`src/rtl/fetch_sequencer.sv`:
```
// fetch_sequencer: FETCH / DECODE / EXEC / HALT instruction sequencer.
// It waits on a memory-ready handshake and drives the PC and the latched
// instruction word. The datapath can hold DECODE and EXEC with stall.
// EXEC loads either the branch target or PC+PC_STEP into the PC.
// An op_code equal to HALT_OPCODE parks the sequencer in HALT until reset.
// Optional feature: define FETCH_SEQ_TIMEOUT_EN to enable a fetch-wait
// timeout. When it expires, the sequencer raises a sticky fault and halts.
module fetch_sequencer #(
    parameter int           ADDR_W         = 16,
    parameter int           INSTR_W        = 32,
    parameter int           RESET_PC       = 0,
    parameter int           PC_STEP        = 1,
    parameter logic [3:0]   HALT_OPCODE    = 4'hF,
    parameter int           TIMEOUT_CYCLES = 15
) (
    input  logic               clk,
    input  logic               reset,
    input  logic [INSTR_W-1:0] mem_rdata,
    input  logic               mem_ready,
    input  logic               stall,
    input  logic               branch_taken,
    input  logic [ADDR_W-1:0]  branch_target,
    output logic               mem_req,
    output logic [ADDR_W-1:0]  pc_out,
    output logic [INSTR_W-1:0] instr_out,
    output logic [1:0]         current_state,
    output logic               exec_valid,
    output logic               halted,
    output logic               fault
);

    localparam logic [1:0] S_FETCH  = 2'b00;
    localparam logic [1:0] S_DECODE = 2'b01;
    localparam logic [1:0] S_EXEC   = 2'b10;
    localparam logic [1:0] S_HALT   = 2'b11;

    localparam logic [ADDR_W-1:0] PC_INIT = ADDR_W'(RESET_PC);
    localparam logic [ADDR_W-1:0] PC_INC  = ADDR_W'(PC_STEP);

    logic [1:0]         state;
    logic [ADDR_W-1:0]  pc_q;
    logic [INSTR_W-1:0] instr_q;
    logic [3:0]         op_code;
    logic               timeout_hit;

    // op_code sits in the same field the existing decode uses ([27:24] at 32 bits)
    assign op_code = instr_q[INSTR_W-5 -: 4];

`ifdef FETCH_SEQ_TIMEOUT_EN
    localparam int CNT_W = $clog2(TIMEOUT_CYCLES + 1);
    localparam logic [CNT_W-1:0] CNT_LAST = CNT_W'(TIMEOUT_CYCLES - 1);

    logic [CNT_W-1:0] wait_cnt;
    logic             fault_q;

    // The edge that would bring the count to TIMEOUT_CYCLES is the one that faults
    assign timeout_hit = (state == S_FETCH) && !mem_ready && (wait_cnt == CNT_LAST);

    // Count consecutive un-ready FETCH cycles; any other state or a ready beat clears it
    always_ff @(posedge clk) begin
        if (reset) begin
            wait_cnt <= '0;
            fault_q  <= 1'b0;
        end else begin
            if (state != S_FETCH || mem_ready) begin
                wait_cnt <= '0;
            end else if (!timeout_hit) begin
                wait_cnt <= wait_cnt + 1'b1;
            end
            if (timeout_hit) begin
                fault_q <= 1'b1;
            end
        end
    end

    assign fault = fault_q;
`else
    logic unused_timeout;

    assign unused_timeout = (TIMEOUT_CYCLES == 0);
    assign timeout_hit    = 1'b0;
    assign fault          = 1'b0;
`endif

    // Sequencer state, PC and instruction latch
    always_ff @(posedge clk) begin
        if (reset) begin
            state   <= S_FETCH;
            pc_q    <= PC_INIT;
            instr_q <= '0;
        end else begin
            case (state)
                S_FETCH: begin
                    if (timeout_hit) begin
                        state <= S_HALT;
                    end else if (mem_ready) begin
                        instr_q <= mem_rdata;
                        state   <= S_DECODE;
                    end
                end
                S_DECODE: begin
                    if (!stall) begin
                        state <= S_EXEC;
                    end
                end
                S_EXEC: begin
                    // stall wins; branch_taken is only looked at on the releasing cycle
                    if (!stall) begin
                        if (op_code == HALT_OPCODE) begin
                            state <= S_HALT;
                        end else begin
                            pc_q  <= branch_taken ? branch_target : pc_q + PC_INC;
                            state <= S_FETCH;
                        end
                    end
                end
                default: begin
                    state <= S_HALT;
                end
            endcase
        end
    end

    assign mem_req       = (state == S_FETCH);
    assign exec_valid    = (state == S_EXEC);
    assign halted        = (state == S_HALT);
    assign current_state = state;
    assign pc_out        = pc_q;
    assign instr_out     = instr_q;

endmodule
```
`config.mk`:
```
export PLATFORM = sky130hd
export DESIGN_NAME = fetch_sequencer
export DESIGN_NICKNAME = d
export VERILOG_FILES = /design/src/rtl/fetch_sequencer.sv
export SDC_FILE = /design/constraint.sdc
export NUM_CORES = 1
export LEC_CHECK = 0
export CAP_MARGIN = 20
export CORE_MARGIN = 2
export CORE_UTILIZATION = 40
export CTS_BUF_LIST = sky130_fd_sc_hd__clkbuf_8
export CTS_CLUSTER_DIAMETER = 100
export DETAILED_ROUTE_END_ITERATION = 10
export PLACE_DENSITY = 0.81
export REMOVE_ABC_BUFFERS = 1
export SLEW_MARGIN = 10
export SYNTH_ARGS = -nofsm -noshare
export SYNTH_HDL_FRONTEND = slang
export SYNTH_SLANG_ARGS = --single-unit
```
`constraint.sdc`:
```
create_clock -name clk -period 3.25 [get_ports clk]
set_input_delay 0.65 -clock clk [delete_from_list [all_inputs] [get_ports clk]]
set_output_delay 0.65 -clock clk [all_outputs]
set_load 0.01 [all_outputs]
```
==> results.toml <==
[status]
status = "complete, no violations"

[clock_network]
clk_latency_ps = 300
cts_tree = "yes"
cts_made_buffers = 5
ctsResizeCount = 0
cts-root-buf = "clkbuf_8"
postCtsSetupBuffers = 0
clkTransAtPathRegs_ps = 90
h-tree-depth = 2
cts_max_path_buffers = 2
hold_buffers = 0
clock-sinks = 50

[finish]
diodes = 0
drive_gt1_frac = 0.0404
layout_commonest_cell = "clkdlybuf4s50_1"
nets = 449
layout.cells.non_filler = 468
area_growth_pct = 52.2
nFillCells = 497
final_cell_area_um2 = 3450
mostFrequentLayoutCells = "104 x clkdlybuf4s50_1, 83 x nand2_1, 50 x dfxtp_1"

[critical_path]
cp_num_buf_inv = 1
crit_arrival_ps = 2580
cpMaxStageDelayCell = "or4_1"
setup.worst_path.start_class = "input pin"
cp_max_fo = 21
reg2reg_slack_ps = 1280
end_kind = "flop"
reg2reg_depth = 4
r2r-end = "pc_out[11]"
crit_type = "input pin to flop"
cp.required_ps = 3470
cpPeakStageDelay_ps = 540
path_delay_family = "simple AND/OR/NAND/NOR gates"
path_depth = 5
path_cells = "clkdlybuf4s50_1, or3b_1, or2_4, or4_1, o211ai_1"
r2r_start = "current_state[1]"

[yosys]
ys_seq_area_frac = 0.441
synth_seq_cells = 50
yosysWarnings = 0
synthArstFlopShare = 0
syn_inst = 302
ys.flop_type = "dfxtp_1"
synth_edf_count = 0
synthDistinctLibCells = 40
avgSynthCellArea_um2 = 7.51
synth.area.top_cells = "dfxtp_1 44%, nand2_1 14%, a21oi_1 10%"
netlist.area_leader.share = 0.441
synth_area_um2 = 2270
synth_top_cell_by_area = "dfxtp_1"

[route]
drt-vias-per-instance = 5.13
drc = 0
drt-initial-drc-count = 143
wirelength_mm = 6.27
drt_pass1_iterations = 4
vias = 2399
routedWlPerCell_um = 13.4
ant_nets = 0

[hold_path]
hp-class = "flop to flop"
holdPathEnd = "instr_out[16]"
min_from = "instr_out[16]"
hold_depth = 2

[sta]
min_period_ps = 2360
finalCritPeriodShare = 0.725
grt_setup_unrepaired = "false"
tns_ps = 0
timing.fmax_mhz = 424
slew_viol_final = 0
whs_ps = 456
finalSetupViolCount = 0
finalClockSkew_ps = 3.59
report.final.hold_viol_count = 0

[placement]
placed_cells = 460
dp_hpwl_mm = 4.44
port_buffers = 105
place_area_um2 = 3340
gp_congestion = 0.853

[grt]
antenna_found_initial = 0
grt_pass1_vias = 2324
track_usage = 0.205
grt_max_degree = 40
gr-total-overflow = 0
grt_pass1_wl_mm = 10.5

[floorplanning]
fp.dieW_um = 79.3
start_util = 0.412
die_area_um2 = 6290
rows = 27
io_pins = 107
coreArea_um2 = 5510
die_h_um = 79.3

[power]
power_density_nw_per_um2 = 389
leakagePower_uw = 0.00124
peakVddDrop_v = 0.000230

[job]
maxCapViolations = 0
## registers in the layout, indices dropped and copies added (netlist names)
name	cells
instr_out	32
current_state	2
pc_out	16
## worst reg2reg max path, stage by stage, from the launching register on
cell and delay [ps]:
dfxtp_1 430, or3b_1 480, or2_4 360, or4_1 540, o211ai_1 90
## cells in the mapped netlist, types with 3 or more instances
library cell and instances:
nand2_1 83, dfxtp_1 50, a21oi_1 47, clkbuf_1 18
nor2_1 12, o21ai_0 12, nand3_1 7, a31oi_1 6
and4_1 5, and2_1 4, and3_1 4, nor3_1 4
nor4_1 4, o211ai_1 4, a32o_1 3, buf_1 3
mux2i_1 3, nand4_1 3, or3_1 3
## per-layer routing
metal / share of wire / GRT usage
met5: 0 / 0
met3: 0.11 / 0.0852
met1: 0.43 / 0.254
met2: 0.45 / 0.331
met4: 0.0064 / 0.0517
## cell type report
class	instances	area, µm²	area share
inverter	1	3.75	0.00109
multi-input combinational	226	1160	0.335
tap	72	90.1	0.0261
clock buffer	5	68.8	0.0199
sequential	50	1000	0.290
clock inverter	3	41.3	0.0120
timing repair buffer	111	1090	0.316
## how the worst max path moves through the flow
stage               startpoint  slack, ps         end
floorplan                stall       1170  pc_out[11]
global placement         stall        630  pc_out[11]
detailed placement       stall        580  pc_out[11]
CTS                      stall        900  pc_out[11]
global route             stall        800  pc_out[11]
finish                   stall        890  pc_out[11]
## kinds of logic (layout without fill, tap and decap cells)
logic type,Yosys count,after routing,share of synthesized area
muxes,3,3,0.0132
other,1,1,0.00165
and+or+nand+nor,141,141,0.288
AOI/OAI and AO/OA,80,80,0.201
buffers and inverters,26,120,0.0491
DFF,50,50,0.441
adders and majority gates,1,1,0.00551
## where the power goes
group	total, µW	switching (µW)	internal, µW
registers	663	20.0	643
logic	249	108	141
clock network	433	206	227
total	1340	333	1010
## stage by stage
step           worst slack [ps]  total power (µW)  utilization
2_1_floorplan              1170               758            -
3_3_place_gp                633               923        0.607
3_5_place_dp                582               927        0.607
4_1_cts                     899              1360        0.627
5_1_grt                     804              1410        0.627
6_report                    894              1340        0.627
Power figures use the tool's default switching activity.
